$ cat config.mk
export PLATFORM = sky130hd
export DESIGN_NAME = wbu_link_peer
export DESIGN_NICKNAME = d
export VERILOG_FILES = /design/src/rtl/wbu_link_peer.sv
export SDC_FILE = /design/constraint.sdc
export NUM_CORES = 1
export LEC_CHECK = 0
export CAP_MARGIN = 30
export CORE_MARGIN = 5
export CORE_UTILIZATION = 63
export CTS_CLUSTER_SIZE = 25
export DETAILED_ROUTE_END_ITERATION = 16
export HOLD_SLACK_MARGIN = 0.02
export PLACE_DENSITY = 0.89
export SYNTH_ARGS = -nofsm -noshare
export SYNTH_HDL_FRONTEND = slang
export SYNTH_SLANG_ARGS = --single-unit
export TNS_END_PERCENT = 100
$ cat constraint.sdc
create_clock -name S_AXI_ACLK -period 5 [get_ports S_AXI_ACLK]
set_clock_uncertainty 0.05 [all_clocks]
set_input_delay 0.75 -clock S_AXI_ACLK [delete_from_list [all_inputs] [get_ports S_AXI_ACLK]]
set_output_delay 0.75 -clock S_AXI_ACLK [all_outputs]
set_load 0.02 [all_outputs]
$ cat src/rtl/wbu_link_peer.sv
// Far-end peer of the muxed debug-bus/console link: merges command and console
// characters into one tagged TX byte stream and splits received bytes into two FIFOs.

module wbu_link_peer_fifo #(
    parameter int unsigned LGFIFO = 4
) (
    input  logic       clk,
    input  logic       rst_n,
    input  logic       i_wr,
    input  logic [6:0] i_data,
    input  logic       i_busy,
    output logic       o_stb,
    output logic [6:0] o_data,
    output logic [7:0] o_drops
);
    localparam int unsigned DEPTH = 1 << LGFIFO;
    localparam int unsigned PW    = LGFIFO + 1;

    logic [6:0]    mem [DEPTH];
    logic [PW-1:0] wr_ptr, rd_ptr;
    logic          empty_c, full_c, pop_c, wr_ok_c;

    // Extra pointer bit separates full from empty when the indices match
    assign empty_c = (wr_ptr == rd_ptr);
    assign full_c  = (wr_ptr[LGFIFO] != rd_ptr[LGFIFO])
                  && (wr_ptr[LGFIFO-1:0] == rd_ptr[LGFIFO-1:0]);
    assign pop_c   = !empty_c && !i_busy;
    assign wr_ok_c = i_wr && (!full_c || pop_c);

    assign o_stb  = !empty_c;
    assign o_data = mem[rd_ptr[LGFIFO-1:0]];

    always_ff @(posedge clk or negedge rst_n) begin
        if (!rst_n) begin
            wr_ptr  <= '0;
            rd_ptr  <= '0;
            o_drops <= 8'd0;
        end else begin
            if (wr_ok_c)
                wr_ptr <= wr_ptr + PW'(1);
            if (pop_c)
                rd_ptr <= rd_ptr + PW'(1);
            if (i_wr && !wr_ok_c && (o_drops != 8'hFF))
                o_drops <= o_drops + 8'd1;
        end
    end

    // Storage needs no reset; pointers define validity
    always_ff @(posedge clk) begin
        if (wr_ok_c)
            mem[wr_ptr[LGFIFO-1:0]] <= i_data;
    end
endmodule

module wbu_link_peer #(
    parameter int unsigned LGFIFO          = 4,
    parameter bit          OPT_ROUND_ROBIN = 1'b1
) (
    input  logic       S_AXI_ACLK,
    input  logic       S_AXI_ARESETN,
    input  logic       i_cmd_stb,
    input  logic [6:0] i_cmd_data,
    output logic       o_cmd_busy,
    input  logic       i_console_stb,
    input  logic [6:0] i_console_data,
    output logic       o_console_busy,
    output logic       o_tx_stb,
    output logic [7:0] o_tx_data,
    input  logic       i_tx_busy,
    input  logic       i_rx_stb,
    input  logic [7:0] i_rx_data,
    output logic       o_rsp_stb,
    output logic [6:0] o_rsp_data,
    input  logic       i_rsp_busy,
    output logic       o_con_stb,
    output logic [6:0] o_con_data,
    input  logic       i_con_busy,
    output logic [7:0] o_rsp_drops,
    output logic [7:0] o_con_drops
);
    logic tx_full;
    logic rr_cmd_next;
    logic cmd_pri_c, grant_cmd_c, grant_con_c;

    // Command priority on a tie: pointer in round-robin mode, fixed otherwise
    assign cmd_pri_c   = OPT_ROUND_ROBIN ? rr_cmd_next : 1'b1;
    assign grant_cmd_c = !tx_full && i_cmd_stb && (!i_console_stb || cmd_pri_c);
    assign grant_con_c = !tx_full && i_console_stb && (!i_cmd_stb || !cmd_pri_c);

    assign o_cmd_busy     = tx_full || (i_console_stb && !cmd_pri_c);
    assign o_console_busy = tx_full || (i_cmd_stb && cmd_pri_c);
    assign o_tx_stb       = tx_full;

    // Holding register: a drain cycle never loads, so peak rate is 1 byte per 2 clocks
    always_ff @(posedge S_AXI_ACLK or negedge S_AXI_ARESETN) begin
        if (!S_AXI_ARESETN) begin
            tx_full     <= 1'b0;
            o_tx_data   <= 8'd0;
            rr_cmd_next <= 1'b1;
        end else if (tx_full) begin
            if (!i_tx_busy)
                tx_full <= 1'b0;
        end else if (grant_cmd_c) begin
            tx_full     <= 1'b1;
            o_tx_data   <= {1'b1, i_cmd_data};
            rr_cmd_next <= 1'b0;
        end else if (grant_con_c) begin
            tx_full     <= 1'b1;
            o_tx_data   <= {1'b0, i_console_data};
            rr_cmd_next <= 1'b1;
        end
    end

    wbu_link_peer_fifo #(.LGFIFO(LGFIFO)) u_rsp_fifo (
        .clk     (S_AXI_ACLK),
        .rst_n   (S_AXI_ARESETN),
        .i_wr    (i_rx_stb && i_rx_data[7]),
        .i_data  (i_rx_data[6:0]),
        .i_busy  (i_rsp_busy),
        .o_stb   (o_rsp_stb),
        .o_data  (o_rsp_data),
        .o_drops (o_rsp_drops)
    );

    wbu_link_peer_fifo #(.LGFIFO(LGFIFO)) u_con_fifo (
        .clk     (S_AXI_ACLK),
        .rst_n   (S_AXI_ARESETN),
        .i_wr    (i_rx_stb && !i_rx_data[7]),
        .i_data  (i_rx_data[6:0]),
        .i_busy  (i_con_busy),
        .o_stb   (o_con_stb),
        .o_data  (o_con_data),
        .o_drops (o_con_drops)
    );
endmodule

==> impl_metrics.env <==
export IMPL_vias=6393
export IMPL_numPortBuffers=72
export IMPL_dieArea_mm2=0.0204
export IMPL_maxCapViolCount=0
export IMPL_slew_headroom=0.278
export IMPL_synth_edf_count=224
export IMPL_min_period_over_period=0.797
export IMPL_most_common_layout_cells="edfxtp_1, clkdlybuf4s50_1, mux4_2"
export IMPL_grt_pass1_vias=6554
export IMPL_cp_arrival_ns=3.18
export IMPL_reg2reg_to="u_con_fifo.mem[9][2]"
export IMPL_ys_warn_count=0
export IMPL_wl_mm=25.8
export IMPL_r2r_slack_ns=2.05
export IMPL_p_leak_nw=4.61
export IMPL_syn_to_final_growth_pct=17.4
export IMPL_track_usage=0.244
export IMPL_clk_pin_slew_ns=0.06
export IMPL_post_route_cells_drive_above_1_share=0.182
export IMPL_peakVddDrop_mv=0.406
export IMPL_p_sw_mw=2.41
export IMPL_wl_per_cell_um=27.1
export IMPL_holdBufCountCts=0
export IMPL_post_cts_setup_buffers=0
export IMPL_synth_cell_area_mm2=0.0111
export IMPL_htree_levels=1
export IMPL_rows=48
export IMPL_initial_core_util=0.644
export IMPL_postSynthCellCount=618
export IMPL_crit_end="o_con_data[3]"
export IMPL_ioPinCount=73
export IMPL_period_needed_ns=3.98
export IMPL_grt_max_degree=47
export IMPL_final_instance_count_excl_fill=950
export IMPL_fp_dieW_um=143
export IMPL_drt_vias_per_instance=6.73
export IMPL_worstSetupPathType="reg -> out"
export IMPL_power_frac_seq=0.411
export IMPL_reg2reg_depth=4
export IMPL_placed_cells=894
export IMPL_synthFlopType="edfxtp_1"
export IMPL_async_reset_ff_frac=0.170
export IMPL_synth_area_leaders="edfxtp_1, mux4_2, dfrtp_1"
export IMPL_hpwlAfterDp_mm=14.8
export IMPL_dp_slack_ns=1.44
export IMPL_clk_latency_ns=0.53
export IMPL_grt_setup_unrepaired="no"
export IMPL_hold_path_class="reg -> reg"
export IMPL_p_comb_frac=0.328
export IMPL_final_area_mm2=0.0131
export IMPL_setup_violations=0
export IMPL_final_common_cell="edfxtp_1"
export IMPL_tightest_slew_ns=1.07
export IMPL_die_h_um=143
export IMPL_hold_violations=0
export IMPL_p_per_area_mw_per_mm2=557
export IMPL_routabilityCongestion=0.814
export IMPL_n_antenna_cell=0
export IMPL_syn_num_nets=660
export IMPL_swShare=0.331
export IMPL_final_antenna_net_count=0
export IMPL_yosysTopAreaCell="edfxtp_1"
export IMPL_drtIter0Drc=878
export IMPL_synth_top_area_frac=0.604
export IMPL_clock_sinks=270
export IMPL_grt_ovfl_total=0
export IMPL_antenna_found_initial=0
export IMPL_cp_max_fo=20
export IMPL_yosysSeqAreaShare=0.707
export IMPL_drt_pass1_iter_count=5
export IMPL_synth_area_per_cell_um2=18.0
export IMPL_layout_nets=747
export IMPL_cp_data_required_time_ns=4.20
export IMPL_grt_pass1_wl_mm=37.8
export IMPL_cts_tree="yes"
export IMPL_tns_ns=0
export IMPL_core_mm2=0.0173
export IMPL_cts_buffers=26
export IMPL_p_clk_frac=0.261
export IMPL_cp_startpoint="u_con_fifo.rd_ptr[1]"
export IMPL_cts_resized=0
export IMPL_timing_final_ws_setup_ns=1.02
export IMPL_max_freq_mhz=251
export IMPL_ys_types=47
export IMPL_root_buffer="clkbuf_16"
export IMPL_postPlaceCellArea_mm2=0.0121
export IMPL_p_int_mw=4.87
export IMPL_start_kind="register"
export IMPL_crit_path_end_kind="primary output"
export IMPL_slew_violations=0
export IMPL_cts_buffer_depth=3
export IMPL_drcViolationCount=0
export IMPL_status="complete, no violations"
export IMPL_ys_seq_elements=270
export IMPL_regToRegStartpoint="u_con_fifo.rd_ptr[1]"
-- critical path, cell delays in order, from the launching register on --
cell and delay, ns:
dfrtp_1 0.87, buf_4 0.44, mux4_2 0.40, a22oi_1 0.30, nand2_1 0.08, clkdlybuf4s50_1 0.55
-- worst min-delay path by stage --
stage,to,slack [ns],cells past startpoint,start
after floorplan,o_tx_data[0],0.40,0,S_AXI_ARESETN
after global placement,o_tx_data[7],0.41,1,o_tx_data[7]
after detailed placement,o_tx_data[6],0.43,2,o_tx_data[6]
after CTS,u_con_fifo.rd_ptr[3],0.38,1,S_AXI_ARESETN
after global routing,o_tx_data[7],0.48,1,o_tx_data[7]
final,o_tx_data[7],0.45,1,o_tx_data[7]
-- logic make-up (layout without fill, tap and decap cells) --
family                   after synthesis  count (layout)  share of synthesized area
buffers and inverters                 47             154                     0.0189
multiplexers                          65              65                      0.122
XOR/XNOR                              37              37                     0.0318
AND/OR/NAND/NOR                      128             128                     0.0637
AO/OA/AOI/OAI                         59              59                     0.0429
adder cells (fa/ha/maj)               12              12                     0.0135
flip-flops                           270             270                      0.707
-- metrics by stage --
stage	total power [mW]	utilization	hold slack, ns
floorplan	4.50	-	0.404
finish	7.28	0.756	0.448
global route	7.56	0.756	0.479
detailed placement	5.30	0.701	0.434
global placement	5.15	0.695	0.414
CTS	7.23	0.749	0.384
-- power groups by stage --
stage / combinational (mW) / clock (mW) / sequential [mW]
3_3_place_gp: 2.08 / 0 / 3.07
5_1_grt: 2.54 / 2.01 / 3.01
3_5_place_dp: 2.30 / 0 / 3.00
6_report: 2.39 / 1.90 / 2.99
4_1_cts: 2.35 / 1.90 / 2.97
2_1_floorplan: 1.63 / 0 / 2.86
-- state kept, by name, summed over array words and instances, names as in the netlist --
name,cells
o_tx_data,8
u_con_fifo.o_drops,8
cmd_pri_c,1
u_rsp_fifo.o_drops,8
u_con_fifo.wr_ptr,5
u_rsp_fifo.mem,112
u_con_fifo.mem,112
u_rsp_fifo.rd_ptr,5
u_rsp_fifo.wr_ptr,5
o_tx_stb,1
u_con_fifo.rd_ptr,5
-- cell usage after synthesis (2+ instances only) --
| cell type | number |
|---|---|
| ha_1 | 12 |
| inv_1 | 17 |
| nand2b_1 | 3 |
| o21ai_0 | 3 |
| o21bai_1 | 3 |
| and2b_1 | 2 |
| a211oi_1 | 2 |
| clkbuf_1 | 15 |
| nor2b_1 | 10 |
| a22oi_1 | 28 |
| nor3_1 | 10 |
| mux2_2 | 6 |
| nand4_1 | 5 |
| a21o_1 | 4 |
| nor2_1 | 17 |
| nor4_1 | 3 |
| buf_6 | 2 |
| mux2_1 | 3 |
| buf_2 | 12 |
| and3_1 | 20 |
| dfrtp_1 | 45 |
| xor2_1 | 12 |
| nand2_1 | 33 |
| nand3_1 | 9 |
| o2111ai_1 | 6 |
| and2_1 | 5 |
| edfxtp_1 | 224 |
| nand4_2 | 2 |
| o211ai_1 | 4 |
| xor2_2 | 2 |
| xnor2_1 | 21 |
| mux4_2 | 56 |
| a222oi_1 | 7 |
| xnor2_2 | 2 |
-- cell type report --
class	count	area (um^2)
Clock buffer	30	687
Clock inverter	18	131
Fill cell	885	4220
Inverter	17	63.8
Multi-Input combinational cell	301	3050
Sequential cell	270	7880
Tap cell	225	282
Timing Repair Buffer	89	981
-- routing by layer --
layer	track usage	vias to the layer above	wire length (um)
li1	-	2621	-
met1	0.352	3182	9570
met2	0.389	519	12700
met3	0.0459	71	2640
met4	0.0745	0	804
met5	0	-	0
(Power assumes the default switching activity.)
